===== config.mk =====
export PLATFORM = sky130hd
export DESIGN_NAME = rdp_systolic_lane_buf_2
export DESIGN_NICKNAME = d
export VERILOG_FILES = /design/src/rtl/rdp_systolic_pkg.sv /design/src/rtl/rdp_systolic_fifo.sv /design/src/rtl/rdp_systolic_lane_buf_2.sv
export SDC_FILE = /design/constraint.sdc
export NUM_CORES = 1
export LEC_CHECK = 0
export CORE_MARGIN = 2
export CORE_UTILIZATION = 53
export CTS_BUF_LIST = sky130_fd_sc_hd__clkbuf_8
export DETAILED_ROUTE_END_ITERATION = 10
export PLACE_DENSITY_LB_ADDON = 0.08
export SETUP_SLACK_MARGIN = 0.2
export SYNTH_ARGS = -nofsm -noshare
export SYNTH_HDL_FRONTEND = slang
export SYNTH_SLANG_ARGS = --single-unit
export TNS_END_PERCENT = 30

===== constraint.sdc =====
create_clock -name clk -period 4.1 [get_ports clk]
set_input_delay 0.615 -clock clk [delete_from_list [all_inputs] [get_ports clk]]
set_output_delay 0.615 -clock clk [all_outputs]
set_load 0.02 [all_outputs]

===== src/rtl/rdp_systolic_pkg.sv =====
// Shared definitions for the systolic lane buffer: handshake helper and default widths.
package rdp_systolic_pkg;

  localparam int unsigned DataWDef = 32;
  localparam int unsigned LenWDef  = 16;
  localparam int unsigned DepthDef = 4;

  // A token moves on a channel when both sides agree at the clock edge.
  function automatic logic xfer(input logic req, input logic ack);
    return req & ack;
  endfunction

endpackage


===== src/rtl/rdp_systolic_fifo.sv =====
// Single-lane req/ack FIFO with occupancy output; ack depends on registered level only.
module rdp_systolic_fifo
  import rdp_systolic_pkg::*;
#(
  parameter int unsigned DATA_W = DataWDef,
  parameter int unsigned DEPTH  = DepthDef,
  localparam int unsigned PtrW  = $clog2(DEPTH),
  localparam int unsigned LvlW  = PtrW + 1
) (
  input  logic              clk_i,
  input  logic              rst_ni,
  input  logic              in_req_i,
  output logic              in_ack_o,
  input  logic [DATA_W-1:0] in_data_i,
  output logic              out_req_o,
  input  logic              out_ack_i,
  output logic [DATA_W-1:0] out_data_o,
  output logic [LvlW-1:0]   level_o
);

  localparam logic [LvlW-1:0] LvlFull = LvlW'(DEPTH);

  logic [DATA_W-1:0] mem_q [DEPTH];
  logic [PtrW-1:0]   wr_ptr_q, wr_ptr_d;
  logic [PtrW-1:0]   rd_ptr_q, rd_ptr_d;
  logic [LvlW-1:0]   level_q, level_d;
  logic              push, pop;

  always_comb begin
    in_ack_o   = (level_q < LvlFull);
    out_req_o  = (level_q != '0);
    out_data_o = mem_q[rd_ptr_q];
    level_o    = level_q;

    push = xfer(in_req_i, in_ack_o);
    pop  = xfer(out_req_o, out_ack_i);

    wr_ptr_d = wr_ptr_q;
    rd_ptr_d = rd_ptr_q;
    level_d  = level_q;

    // Pointers wrap naturally at DEPTH since DEPTH is a power of two.
    if (push) wr_ptr_d = wr_ptr_q + PtrW'(1);
    if (pop)  rd_ptr_d = rd_ptr_q + PtrW'(1);

    unique case ({push, pop})
      2'b10:   level_d = level_q + LvlW'(1);
      2'b01:   level_d = level_q - LvlW'(1);
      default: level_d = level_q;
    endcase
  end

  always_ff @(posedge clk_i or negedge rst_ni) begin
    if (!rst_ni) begin
      wr_ptr_q <= '0;
      rd_ptr_q <= '0;
      level_q  <= '0;
      for (int i = 0; i < int'(DEPTH); i++) begin
        mem_q[i] <= '0;
      end
    end else begin
      wr_ptr_q <= wr_ptr_d;
      rd_ptr_q <= rd_ptr_d;
      level_q  <= level_d;
      if (push) begin
        mem_q[wr_ptr_q] <= in_data_i;
      end
    end
  end

endmodule


===== src/rtl/rdp_systolic_lane_buf_2.sv =====
// Two independent elastic lanes behind the 5->2 join, plus a lane-1 pass counter.
module rdp_systolic_lane_buf_2
  import rdp_systolic_pkg::*;
#(
  parameter int unsigned DATA_W = DataWDef,
  parameter int unsigned DEPTH  = DepthDef,
  parameter int unsigned LEN_W  = LenWDef
) (
  input  logic                     clk,
  input  logic                     reset_n,
  input  logic                     t_k1_req,
  output logic                     t_k1_ack,
  input  logic [DATA_W-1:0]        t_k1_data,
  input  logic                     t_k2_req,
  output logic                     t_k2_ack,
  input  logic [DATA_W-1:0]        t_k2_data,
  output logic                     i_k1_req,
  input  logic                     i_k1_ack,
  output logic [DATA_W-1:0]        i_k1_data,
  output logic                     i_k2_req,
  input  logic                     i_k2_ack,
  output logic [DATA_W-1:0]        i_k2_data,
  input  logic [LEN_W-1:0]         cfg_len,
  output logic                     pass_done,
  output logic [$clog2(DEPTH):0]   lvl_k1,
  output logic [$clog2(DEPTH):0]   lvl_k2
);

  rdp_systolic_fifo #(
    .DATA_W (DATA_W),
    .DEPTH  (DEPTH)
  ) u_fifo_k1 (
    .clk_i      (clk),
    .rst_ni     (reset_n),
    .in_req_i   (t_k1_req),
    .in_ack_o   (t_k1_ack),
    .in_data_i  (t_k1_data),
    .out_req_o  (i_k1_req),
    .out_ack_i  (i_k1_ack),
    .out_data_o (i_k1_data),
    .level_o    (lvl_k1)
  );

  rdp_systolic_fifo #(
    .DATA_W (DATA_W),
    .DEPTH  (DEPTH)
  ) u_fifo_k2 (
    .clk_i      (clk),
    .rst_ni     (reset_n),
    .in_req_i   (t_k2_req),
    .in_ack_o   (t_k2_ack),
    .in_data_i  (t_k2_data),
    .out_req_o  (i_k2_req),
    .out_ack_i  (i_k2_ack),
    .out_data_o (i_k2_data),
    .level_o    (lvl_k2)
  );

  logic [LEN_W-1:0] cnt_q, cnt_d;
  logic [LEN_W-1:0] len_q, len_d;
  logic [LEN_W-1:0] cfg_eff, len_eff;
  logic             pass_done_q, pass_done_d;
  logic             k1_out_xfer;

  always_comb begin
    k1_out_xfer = xfer(i_k1_req, i_k1_ack);
    cfg_eff     = (cfg_len == '0) ? LEN_W'(1) : cfg_len;
    // At a pass boundary the live config applies; mid-pass the latched length holds.
    len_eff     = (cnt_q == '0) ? cfg_eff : len_q;
    len_d       = len_eff;

    cnt_d       = cnt_q;
    pass_done_d = 1'b0;
    if (k1_out_xfer) begin
      if (cnt_q == len_eff - LEN_W'(1)) begin
        cnt_d       = '0;
        pass_done_d = 1'b1;
      end else begin
        cnt_d = cnt_q + LEN_W'(1);
      end
    end
  end

  always_ff @(posedge clk or negedge reset_n) begin
    if (!reset_n) begin
      cnt_q       <= '0;
      len_q       <= LEN_W'(1);
      pass_done_q <= 1'b0;
    end else begin
      cnt_q       <= cnt_d;
      len_q       <= len_d;
      pass_done_q <= pass_done_d;
    end
  end

  assign pass_done = pass_done_q;

endmodule


==> results.yml <==
power:
  powerDensity_nw_per_um2: 795
  internal_power_mw: 9.42
  pwr-share-clk: 0.185
  pwr-share-comb: 0.446
  p_sw_mw: 4.57
  swShare: 0.326
  power_frac_seq: 0.369
  p_leak_nw: 7.52
  ir_drop_mv: 0.535
cts:
  cts_tree: "yes"
  cts_buffers: 50
  clk_latency_ns: 0.56
  ctsHtreeMaxLevel: 2
  path_clk_slew_ns: 0.06
  cts_root_buf: "clkbuf_8"
  numClockSinks: 303
  cts_hold_buf: 0
  clockBufferDepth: 3
floorplan:
  num_rows: 59
  die_h_um: 168
  die-area_um2: 28100
  ios: 161
  fp.dieW_um: 168
  coreArea_um2: 26200
  start_util: 0.542
setup_path:
  path_cells: "inv_2 -> ha_4 -> nor4b_4 -> nand4_1 -> mux2i_2 -> ha_4 -> or3b_4 -> xnor2_2 -> mux2i_1 -> xnor2_1 -> nor3_2 -> nand2_1 -> nor4_4 -> nor4b_4 -> buf_4 -> and2_1"
  cp.required_ns: 4.59
  cp_max_fo: 6
  cpPeakStageDelay_ns: 0.43
  start_kind: "flip-flop"
  cp_slowest_cell: "or3b_4"
  r2r-end: "pass_done"
  critPathCaptureType: "flip-flop"
  reg2reg_depth: 16
  r2r-start: "cnt_q[0]"
  path_class: "reg -> reg"
  cp.arrival_ns: 4.34
  r2r_setup_slack_ns: 0.25
timing:
  fmax_mhz: 260
  finalClockSkew_ns: 0.0194
  maxSlewViolCount: 0
  holdWs_ns: 0.118
  min_period_ns: 3.85
  rsz0062_at_grt: "yes"
  slew-limit-headroom: 0.437
  worst_pin_slew_ns: 0.844
  setup_viol: 0
  post-route-period-util: 0.938
  finalHoldViolCount: 0
yosys:
  synthesis.instances: 993
  synth_top_area_frac: 0.532
  synth_cell_type_count: 62
  avgSynthCellArea_um2: 14.3
  synth_seq_area_share: 0.534
  async_reset_ff_frac: 1.00
  ys_seq_elements: 303
  synth_edf_count: 0
  yosys_warnings: 0
  ys_top_cells_by_area: "dfrtp_1 53%, mux2_2 21%, mux4_2 10%, xnor2_1 1.5%, nand2_1 1.4%"
  yosys.area.top_type: "dfrtp_1"
  synth-main-ff-cell: "dfrtp_1"
  syn_area_um2: 14200
  ys_top_cells_by_count: "302 x dfrtp_1, 264 x mux2_2, 64 x mux4_2, 54 x nand2_1, 31 x buf_1"
  syn-num-nets: 1094
  yosysMostFrequentCell: "dfrtp_1"
job:
  cap_violations: 0
final_layout:
  layout.nets: 1311
  insertedDiodeCount: 0
  final_area_um2: 17600
  drive_above_1_share: 0.390
  utilization: 0.672
  syn2layout_area_growth_pct: 24.0
  fill_cells: 1906
routing:
  drtIter0Drc: 405
  finalWirelength_um: 30700
  vias_per_cell: 5.65
  via_count: 8952
  firstDrtPassIters: 4
  wire_per_inst_um: 19.4
  antenna_left: 0
  post-route-drc-count: 0
global_route:
  first_global_vias: 9601
  grt_util_all_layers: 0.226
  grt_max_degree: 111
  grt_pass1_wl_um: 50800
  grt_overflow: 0
  antenna_found_initial: 1
min_path:
  hp-class: "in -> async"
status:
  status: "complete, no violations"
placement:
  dpl.hpwl_um: 19800
  port_buffers: 160
  globalplace.congestion: 0.888
  place_area_um2: 16400
how the worst max path moves through the flow:
stage                      from        end  slack (ns)  cells after the start
finish                 cnt_q[0]  pass_done        0.25                     16
global route           cnt_q[0]  cnt_q[12]        0.08                     16
CTS                 cfg_len[11]  pass_done        0.20                     16
detailed placement  cfg_len[14]   cnt_q[5]       -0.50                     15
global placement    cfg_len[14]   cnt_q[1]       -0.43                     14
floorplan           cfg_len[14]   cnt_q[1]        0.16                     13
kinds of logic (layout without fill, tap and decap cells):
logic type,Yosys count,after routing,share of synthesized area
AOI/OAI and AO/OA,61,61,0.0282
muxes,333,333,0.314
and+or+nand+nor,162,162,0.0628
buffers and inverters,79,335,0.0214
DFF,303,303,0.534
adders and majority gates,15,15,0.0143
xor gates and xnor gates,40,40,0.0247
metrics by stage:
| step | total power [mW] | cells | setup TNS [ns] | setup slack (ns) |
|---|---|---|---|---|
| 2_1_floorplan | 9.10 | 993 | 0 | 0.163 |
| 3_3_place_gp | 11.3 | 1483 | -6.65 | -0.432 |
| 3_5_place_dp | 11.4 | 1483 | -7.86 | -0.505 |
| 4_1_cts | 14.1 | 1578 | 0 | 0.198 |
| 5_1_grt | 14.8 | 1584 | 0 | 0.0848 |
| 6_report | 14.0 | 1584 | 0 | 0.253 |
cells in the final DEF (no fill, tap or decap), drive strengths merged, types with 5 or more instances in the layout:
cell type / netlist / layout
a21oi: 14 / 14
buf: 37 / 64
clkbuf: 18 / 62
clkdlybuf4s50: 0 / 155
dfrtp: 302 / 302
ha: 13 / 13
inv: 24 / 50
mux2: 264 / 264
mux2i: 5 / 5
mux4: 64 / 64
nand2: 54 / 54
nand2b: 7 / 7
nand3: 16 / 16
nand4: 5 / 5
nor2: 16 / 16
nor2b: 5 / 5
nor3: 12 / 12
nor4: 8 / 8
o21ai: 20 / 20
or3: 7 / 7
or4: 6 / 6
xnor2: 24 / 24
xor2: 16 / 16
repair_timing:
item / CTS / global route
resized for setup: 27 / 11
setup endpoints to repair: 16 / 17
pin swaps: 8 / 12
setup buffers: 3 / 6
gates cloned: 1 / 0
registers in the layout, summed over array words and instances, names as in the netlist:
name                cells
u_fifo_k2.level_o       3
u_fifo_k2.wr_ptr_q      2
pass_done               1
cnt_q                  16
len_q                  16
u_fifo_k1.mem_q       128
u_fifo_k2.mem_q       128
u_fifo_k1.rd_ptr_q      2
u_fifo_k2.rd_ptr_q      2
u_fifo_k1.level_o       3
u_fifo_k1.wr_ptr_q      2
final cells by class:
cell class / instances / area, µm² / share of cell area
clock inverter: 29 / 149 / 0.00846
clock buffer: 62 / 853 / 0.0485
tap: 335 / 419 / 0.0238
inverter: 24 / 90.1 / 0.00512
timing repair buffer: 220 / 2080 / 0.118
sequential: 303 / 7590 / 0.431
multi-input combinational: 611 / 6420 / 0.365
critical path: cells and delay by family, from the launching register on:
kind / cells / cell delay, ns
muxes: 2 / 0.51
xor gates and xnor gates: 2 / 0.24
adders and majority gates: 2 / 0.35
buffers and inverters: 2 / 0.32
DFF: 1 / 0.39
and+or+nand+nor: 8 / 1.96
power by group through the flow:
stage / sequential [mW] / clock (mW) / combinational, mW
2_1_floorplan: 4.88 / 0 / 4.22
3_3_place_gp: 5.14 / 0 / 6.13
3_5_place_dp: 5.21 / 0 / 6.23
4_1_cts: 5.17 / 2.67 / 6.26
5_1_grt: 5.34 / 2.82 / 6.66
6_report: 5.16 / 2.59 / 6.24
metal layers:
metal | track usage | up-vias | routed length [µm]
met1 | 0.312 | 4592 | 13900
met4 | 0.0594 | 0 | 665
met2 | 0.364 | 207 | 14600
met3 | 0.0527 | 56 | 1610
met5 | 0 | - | 0
li1 | - | 4097 | -
No activity file was read; power rests on OpenSTA's default activity.
